==> src/rtl/lz77_win_match.sv <==
// LZ77 token engine: history window with parallel compare, emits literal/match tokens for a
// scanline read from the filter FIFO, with output backpressure.
module lz77_win_match #(
    parameter int DATA_WD   = 8,
    parameter int WIN_DEPTH = 32,
    parameter int DST_WD    = 6,
    parameter int LEN_MIN   = 3,
    parameter int LEN_MAX   = 258,
    parameter int LEN_WD    = 9,
    parameter int SIZE_WD   = 16
) (
    input  logic               clk,
    input  logic               rst,
    input  logic               start_i,
    input  logic [SIZE_WD-1:0] cfg_len_i,
    input  logic               cfg_mode_i,
    input  logic               cfg_clr_i,
    output logic               done_o,
    output logic               fifo_rd_val_o,
    input  logic [DATA_WD-1:0] fifo_rd_dat_i,
    output logic               val_o,
    input  logic               rdy_i,
    output logic               flg_lit_o,
    output logic [DATA_WD-1:0] dat_lit_o,
    output logic [LEN_WD-1:0]  dat_len_o,
    output logic [DST_WD-1:0]  dat_dst_o,
    output logic               flg_lst_o
);
    localparam int BUF_N  = LEN_MIN - 1;
    localparam int CNT_WD = $clog2(LEN_MIN + 1);
    localparam int QD     = 2 ** CNT_WD;

    typedef enum logic [2:0] {S_IDLE, S_READ, S_LITQ, S_FLUSH, S_DONE} state_t;

    // Valid/ready: a token transfers on a cycle where val_o & rdy_i; while val_o & ~rdy_i the
    // token fields hold and no FIFO reads are issued.

    state_t                            state_q, state_d;
    logic                              mode_q, mode_d;
    logic [SIZE_WD-1:0]                rd_rem_q, rd_rem_d, pr_rem_q, pr_rem_d;
    logic                              arr_q, arr_d;
    logic                              hold_vld_q, hold_vld_d;
    logic [DATA_WD-1:0]                hold_q, hold_d;
    logic [WIN_DEPTH-1:0][DATA_WD-1:0] win_q, win_d;
    logic [WIN_DEPTH-1:0]              wv_q, wv_d, cm_q, cm_d, cm_n, eq, nm;
    logic [LEN_WD-1:0]                 len_q, len_d, len_n, t_len;
    logic [DATA_WD-1:0]                buf_q [BUF_N];
    logic [DATA_WD-1:0]                buf_d [BUF_N];
    logic [DATA_WD-1:0]                buf_n [BUF_N];
    logic [DATA_WD-1:0]                lq_q [QD];
    logic [DATA_WD-1:0]                lq_d [QD];
    logic [DATA_WD-1:0]                lits [QD];
    logic [CNT_WD-1:0]                 lq_cnt_q, lq_cnt_d, n_lit, q_n;
    logic                              lq_lst_q, lq_lst_d;
    logic                              val_q, val_d, lit_q, lit_d, lst_q, lst_d, done_q, done_d;
    logic [DATA_WD-1:0]                dlit_q, dlit_d;
    logic [LEN_WD-1:0]                 dlen_q, dlen_d;
    logic [DST_WD-1:0]                 ddst_q, ddst_d, t_dst;
    logic                              t_match, out_free, rd_en, cur_vld, proc, last;
    logic [DATA_WD-1:0]                cur_byte;

    function automatic logic [DST_WD-1:0] near_dst(input logic [WIN_DEPTH-1:0] m);
        near_dst = '0;
        for (int k = WIN_DEPTH - 1; k >= 0; k--) begin
            if (m[k]) near_dst = DST_WD'(k + 1);
        end
    endfunction

    assign out_free      = !val_q || rdy_i;
    assign rd_en         = (state_q == S_READ) && (rd_rem_q != '0) && !hold_vld_q && out_free;
    assign cur_vld       = hold_vld_q || arr_q;
    assign cur_byte      = hold_vld_q ? hold_q : fifo_rd_dat_i;
    assign proc          = cur_vld && out_free && (state_q == S_READ);
    assign last          = (pr_rem_q == SIZE_WD'(1));
    assign fifo_rd_val_o = rd_en;

    always_comb begin
        state_d    = state_q;
        mode_d     = mode_q;
        rd_rem_d   = rd_rem_q;
        pr_rem_d   = pr_rem_q;
        arr_d      = rd_en;
        hold_vld_d = cur_vld && !proc;
        hold_d     = hold_q;
        win_d      = win_q;
        wv_d       = wv_q;
        cm_d       = cm_q;
        len_d      = len_q;
        buf_d      = buf_q;
        lq_d       = lq_q;
        lq_cnt_d   = lq_cnt_q;
        lq_lst_d   = lq_lst_q;
        val_d      = val_q && !rdy_i;
        lit_d      = lit_q;
        dlit_d     = dlit_q;
        dlen_d     = dlen_q;
        ddst_d     = ddst_q;
        lst_d      = lst_q;
        done_d     = 1'b0;
        cm_n       = cm_q;
        len_n      = len_q;
        buf_n      = buf_q;
        lits       = '{default: '0};
        n_lit      = '0;
        q_n        = '0;
        t_match    = 1'b0;
        t_len      = '0;
        t_dst      = '0;
        for (int k = 0; k < WIN_DEPTH; k++) eq[k] = wv_q[k] && (win_q[k] == cur_byte);
        nm = cm_q & eq;

        if (arr_q && !hold_vld_q) hold_d = fifo_rd_dat_i;
        if (rd_en) rd_rem_d = rd_rem_q - SIZE_WD'(1);

        if (proc) begin
            win_d    = {win_q[WIN_DEPTH-2:0], cur_byte};
            wv_d     = {wv_q[WIN_DEPTH-2:0], 1'b1};
            pr_rem_d = pr_rem_q - SIZE_WD'(1);
            if (!mode_q) begin
                lits[0] = cur_byte;
                n_lit   = CNT_WD'(1);
            end else begin
                if (len_q != '0 && nm != '0) begin
                    len_n = len_q + LEN_WD'(1);
                    cm_n  = nm;
                    for (int i = 0; i < BUF_N; i++) if (i == int'(len_q)) buf_n[i] = cur_byte;
                    if (len_n == LEN_WD'(LEN_MAX)) begin
                        t_match = 1'b1;
                        t_len   = len_n;
                        t_dst   = near_dst(nm);
                        len_n   = '0;
                        cm_n    = '0;
                    end
                end else begin
                    if (len_q != '0) begin
                        if (int'(len_q) >= LEN_MIN) begin
                            t_match = 1'b1;
                            t_len   = len_q;
                            t_dst   = near_dst(cm_q);
                        end else begin
                            for (int i = 0; i < BUF_N; i++) begin
                                if (i < int'(len_q)) begin
                                    lits[n_lit] = buf_q[i];
                                    n_lit       = n_lit + CNT_WD'(1);
                                end
                            end
                        end
                    end
                    // The breaking byte starts over against the same pre-shift window.
                    if (eq != '0) begin
                        len_n    = LEN_WD'(1);
                        cm_n     = eq;
                        buf_n[0] = cur_byte;
                    end else begin
                        len_n       = '0;
                        cm_n        = '0;
                        lits[n_lit] = cur_byte;
                        n_lit       = n_lit + CNT_WD'(1);
                    end
                end
                if (last && len_n != '0) begin
                    if (int'(len_n) >= LEN_MIN) begin
                        t_match = 1'b1;
                        t_len   = len_n;
                        t_dst   = near_dst(cm_n);
                    end else begin
                        for (int i = 0; i < BUF_N; i++) begin
                            if (i < int'(len_n)) begin
                                lits[n_lit] = buf_n[i];
                                n_lit       = n_lit + CNT_WD'(1);
                            end
                        end
                    end
                    len_n = '0;
                    cm_n  = '0;
                end
            end
            len_d = len_n;
            cm_d  = cm_n;
            buf_d = buf_n;
            if (t_match || n_lit != '0) begin
                val_d = 1'b1;
                if (t_match) begin
                    lit_d  = 1'b0;
                    dlit_d = '0;
                    dlen_d = t_len;
                    ddst_d = t_dst;
                    q_n    = n_lit;
                    lq_d   = lits;
                end else begin
                    lit_d  = 1'b1;
                    dlit_d = lits[0];
                    dlen_d = '0;
                    ddst_d = '0;
                    q_n    = n_lit - CNT_WD'(1);
                    for (int j = 0; j < QD - 1; j++) lq_d[j] = lits[j+1];
                    lq_d[QD-1] = '0;
                end
                lq_cnt_d = q_n;
                lq_lst_d = last;
                lst_d    = last && (q_n == '0);
            end
            if (q_n != '0)  state_d = S_LITQ;
            else if (last)  state_d = S_FLUSH;
        end

        case (state_q)
            S_IDLE: begin
                if (start_i) begin
                    state_d  = S_READ;
                    rd_rem_d = cfg_len_i;
                    pr_rem_d = cfg_len_i;
                    mode_d   = cfg_mode_i;
                    len_d    = '0;
                    cm_d     = '0;
                    if (cfg_clr_i) wv_d = '0;
                end
            end
            S_LITQ: begin
                if (out_free) begin
                    val_d  = 1'b1;
                    lit_d  = 1'b1;
                    dlit_d = lq_q[0];
                    dlen_d = '0;
                    ddst_d = '0;
                    for (int j = 0; j < QD - 1; j++) lq_d[j] = lq_q[j+1];
                    lq_d[QD-1] = '0;
                    lq_cnt_d   = lq_cnt_q - CNT_WD'(1);
                    lst_d      = (lq_cnt_q == CNT_WD'(1)) && lq_lst_q;
                    if (lq_cnt_q == CNT_WD'(1)) state_d = (pr_rem_q == '0) ? S_FLUSH : S_READ;
                end
            end
            S_FLUSH: begin
                if (out_free) begin
                    state_d = S_DONE;
                    done_d  = 1'b1;
                end
            end
            S_DONE:  state_d = S_IDLE;
            default: ;
        endcase
    end

    always_ff @(posedge clk or posedge rst) begin
        if (rst) begin
            state_q    <= S_IDLE;
            mode_q     <= 1'b0;
            rd_rem_q   <= '0;
            pr_rem_q   <= '0;
            arr_q      <= 1'b0;
            hold_vld_q <= 1'b0;
            hold_q     <= '0;
            win_q      <= '0;
            wv_q       <= '0;
            cm_q       <= '0;
            len_q      <= '0;
            buf_q      <= '{default: '0};
            lq_q       <= '{default: '0};
            lq_cnt_q   <= '0;
            lq_lst_q   <= 1'b0;
            val_q      <= 1'b0;
            lit_q      <= 1'b0;
            dlit_q     <= '0;
            dlen_q     <= '0;
            ddst_q     <= '0;
            lst_q      <= 1'b0;
            done_q     <= 1'b0;
        end else begin
            state_q    <= state_d;
            mode_q     <= mode_d;
            rd_rem_q   <= rd_rem_d;
            pr_rem_q   <= pr_rem_d;
            arr_q      <= arr_d;
            hold_vld_q <= hold_vld_d;
            hold_q     <= hold_d;
            win_q      <= win_d;
            wv_q       <= wv_d;
            cm_q       <= cm_d;
            len_q      <= len_d;
            buf_q      <= buf_d;
            lq_q       <= lq_d;
            lq_cnt_q   <= lq_cnt_d;
            lq_lst_q   <= lq_lst_d;
            val_q      <= val_d;
            lit_q      <= lit_d;
            dlit_q     <= dlit_d;
            dlen_q     <= dlen_d;
            ddst_q     <= ddst_d;
            lst_q      <= lst_d;
            done_q     <= done_d;
        end
    end

    assign val_o     = val_q;
    assign flg_lit_o = lit_q;
    assign dat_lit_o = dlit_q;
    assign dat_len_o = dlen_q;
    assign dat_dst_o = ddst_q;
    assign flg_lst_o = lst_q;
    assign done_o    = done_q;

endmodule
==> config.mk <==
export PLATFORM = sky130hd
export DESIGN_NAME = lz77_win_match
export DESIGN_NICKNAME = d
export VERILOG_FILES = /design/src/rtl/lz77_win_match.sv
export SDC_FILE = /design/constraint.sdc
export NUM_CORES = 2
export LEC_CHECK = 0
export CORE_ASPECT_RATIO = 0.6
export CORE_MARGIN = 10
export CORE_UTILIZATION = 30
export DETAILED_ROUTE_END_ITERATION = 10
export GPL_TIMING_DRIVEN = 0
export PLACE_DENSITY_LB_ADDON = 0.05
export SETUP_SLACK_MARGIN = 0.05
export SKIP_CTS_REPAIR_TIMING = 1
export SYNTH_ARGS = -nofsm -noshare
export SYNTH_HDL_FRONTEND = slang
export SYNTH_SLANG_ARGS = --single-unit
export TNS_END_PERCENT = 100
==> constraint.sdc <==
create_clock -name clk -period 20.1 [get_ports clk]
set_input_delay 4.02 -clock clk [delete_from_list [all_inputs] [get_ports clk]]
set_output_delay 4.02 -clock clk [all_outputs]
set_load 0.005 [all_outputs]
==> results.json <==
{
  "final_nets": 3293,
  "power.total_uw": 4150,
  "die_y_um": 248,
  "cts_sinks": 453,
  "crit_path_end_kind": "flop",
  "dp_hpwl_um": 84600,
  "cp_num_buf_inv": 6,
  "min_period_ns": 12.15,
  "rows": 83,
  "fillerInstances": 9002,
  "critPathMaxStageDelay_ns": 0.78,
  "cp-start-kind": "primary input",
  "cts_root_buf": "clkbuf_16",
  "hp-class": "reg2reg",
  "viasPerCell": 5.38,
  "synth.avg_cell_area_um2": 8.31,
  "hold_viol": 0,
  "worst_path_max_delay_cell": "buf_1",
  "gp_congestion": 0.942,
  "rsz0062_at_grt": "false",
  "synth_top_cell_by_area": "dfrtp_1",
  "antenna_found_initial": 4,
  "critical-path-top-delay-family": "buffers and inverters",
  "htreeDepth": 2,
  "synth_edf_count": 0,
  "tightest_slew_ns": 1.53,
  "synth.area.top_cells": "dfrtp_1 (44%), nand2_1 (14%), xnor2_1 (9.0%)",
  "drive_gt1_share_pct": 6.59,
  "final_area_um2": 29800,
  "maxSlewViolCount": 5,
  "max-slew-margin-rel_pct": -3.26,
  "core_area_um2": 85800,
  "syn2layout_area_growth_pct": 14.7,
  "skew_ns": 0.0212,
  "fin_crit_sh_pct": 60.4,
  "die_area_um2": 99300,
  "ys_warn_count": 0,
  "grt_overflow": 0,
  "drtIter0Drc": 2290,
  "status": "finished with violations",
  "grt_pass1_wl_um": 162000,
  "drc_errors": 0,
  "track_usage_pct": 21.9,
  "post_drt_wl_per_cell_um": 24.9,
  "netlist_top_cells_count": "nand2_1 (968), dfrtp_1 (453), xnor2_1 (267)",
  "first_pass_iters": 6,
  "cap_violations": 1,
  "grt_pass1_vias": 22800,
  "syn-cell-area_um2": 26000,
  "required_ns": 20.63,
  "syn_nets": 3180,
  "place_area_um2": 28100,
  "critPathMaxFanout": 10,
  "clkLatencyLatePin_ns": 0.63,
  "portBuffers": 57,
  "ys_seq_area_share_pct": 43.6,
  "cts_buffers": 50,
  "ys_ff_latch": 453,
  "synthArstFlopShare_pct": 100,
  "fin_util_pct": 34.8,
  "clockBufferDepth": 3,
  "synth_top_area_share_pct": 43.6,
  "clk_pin_slew_ns": 0.07,
  "ir_worst_vdd_v": 0.0000788,
  "drtAntennaViolNets": 0,
  "synth.distinct_cells": 96,
  "clock.fmax_ghz": 0.0823,
  "routed_wl_um": 110000,
  "critical_path_arrival_ns": 12.68,
  "initial_utilization_pct": 30.3,
  "synthFlopType": "dfrtp_1",
  "yosysMostFrequentCell": "nand2_1",
  "vias": 23800,
  "violations": "capacitance limit, slew limit",
  "ios": 58,
  "grt_max_degree": 114,
  "synthCells": 3129,
  "p_leak_uw": 0.0128,
  "die_w_um": 400,
  "crit_type": "in2reg",
  "seq_area_um2": 11300,
  "multiInputGateArea_um2": 13600,
  "tritoncts": "done",
  "setup_viol": 0,
  "cellPowerDensity_nw_per_um2": 139
}
-- power breakdown --
group / internal [uW] / switching [uW] / total [uW]
clock: 570 / 420 / 990
sequential: 1160 / 258 / 1420
combinational: 560 / 1180 / 1740
-- per-layer routing --
layer	vias to the layer above	routed length (um)	global-route usage, %
li1	10900	-	-
met1	11900	59200	36.2
met3	107	8870	4.99
met4	0	1520	3.50
met5	-	0	0
met2	867	40600	27.9
-- tightest hold or removal path: stages, from the launching register on --
cell     delay (ns)
dfrtp_1        0.34
nand2_1        0.05
o21ai_1        0.06
-- registers in the layout, indices dropped and copies added, names as in the netlist, 2 cells and up --
name / flops
win_q: 256
dat_dst_o: 6
pr_rem_q: 16
cm_q: 32
len_q: 9
lq_q: 32
lq_cnt_q: 2
buf_q: 16
wv_q: 32
dat_len_o: 9
dat_lit_o: 8
hold_q: 8
rd_rem_q: 16
state_q: 3
-- per-stage QoR --
stage	hold slack (ns)	setup slack, ns	instances	setup TNS (ns)
final	0.491	7.95	4427	0
after global routing	0.518	7.67	4426	0
after CTS	0.495	8.34	4426	0
after detailed placement	0.479	7.71	4337	0
after global placement	0.478	-3.62	4333	-1586.91
after floorplan	0.449	3.45	3129	0
-- worst paths after layout --
kind,start,end,slack [ns],cells past startpoint
max,fifo_rd_dat_i[7],lq_q[4]$_DFF_PP0_,7.95,26
min,lq_q[5]$_DFF_PP0_,lq_q[13]$_DFF_PP0_,0.49,2
max reg2reg,hold_vld_q$_DFF_PP0_,lq_q[4]$_DFF_PP0_,11.19,26
min reg2reg,lq_q[5]$_DFF_PP0_,lq_q[13]$_DFF_PP0_,0.49,2
max in group asynchronous,rst,buf_q[13]$_DFFE_PP0P_,14.76,4
min in group asynchronous,rst,win_q[95]$_DFFE_PP0P_,3.81,2
-- placed cells by master, fill, tap and decap left out, types with 9 or more instances in the layout --
cell type        count
xor2_1              15
inv_1               38
buf_6               17
nand2b_1            18
o31ai_1             11
a21o_1              12
nor2_1             166
o221ai_1            13
clkinv_2             9
and4_1               9
ha_1                21
nor2b_1             10
and3_1              30
clkbuf_8            11
mux2_2              30
o22a_1              16
a22oi_1             19
a21oi_1            206
nand2_1            968
buf_4                9
and2_1              29
nor4_1              63
o211ai_1            16
clkbuf_16           51
o21a_1              12
buf_2               25
nor3_1              56
nand3_1            108
clkbuf_1           139
o21ai_1             19
clkdlybuf4s50_1     57
nand4_1             35
dfrtp_1            453
a31oi_1             16
xnor2_1            267
o21ai_0             87
o22ai_1             24
mux2i_1             14
or4_1               11
or3_1               11
-- cells by family after synthesis --
kind of cell / count (synthesis) / synth area share (%)
buffers and inverters: 226 / 4.00
multiplexers: 51 / 2.38
AND/OR/NAND/NOR: 1560 / 26.4
XOR/XNOR: 283 / 9.56
adder cells (fa/ha/maj): 21 / 1.01
flip-flops: 453 / 43.6
AO/OA/AOI/OAI: 535 / 13.0
-- final cells by class --
type                            instances  share of cell area (%)
Inverter                               40                   0.528
Clock inverter                         18                   0.801
Clock buffer                           71                    4.90
Timing Repair Buffer                   61                    2.28
Sequential cell                       453                    38.0
Multi-Input combinational cell       2450                    45.7
Tap cell                             1147                    4.81
Buffer                                186                    2.99
Antenna cell                            1                 0.00839
Power figures use the tool's default switching activity.
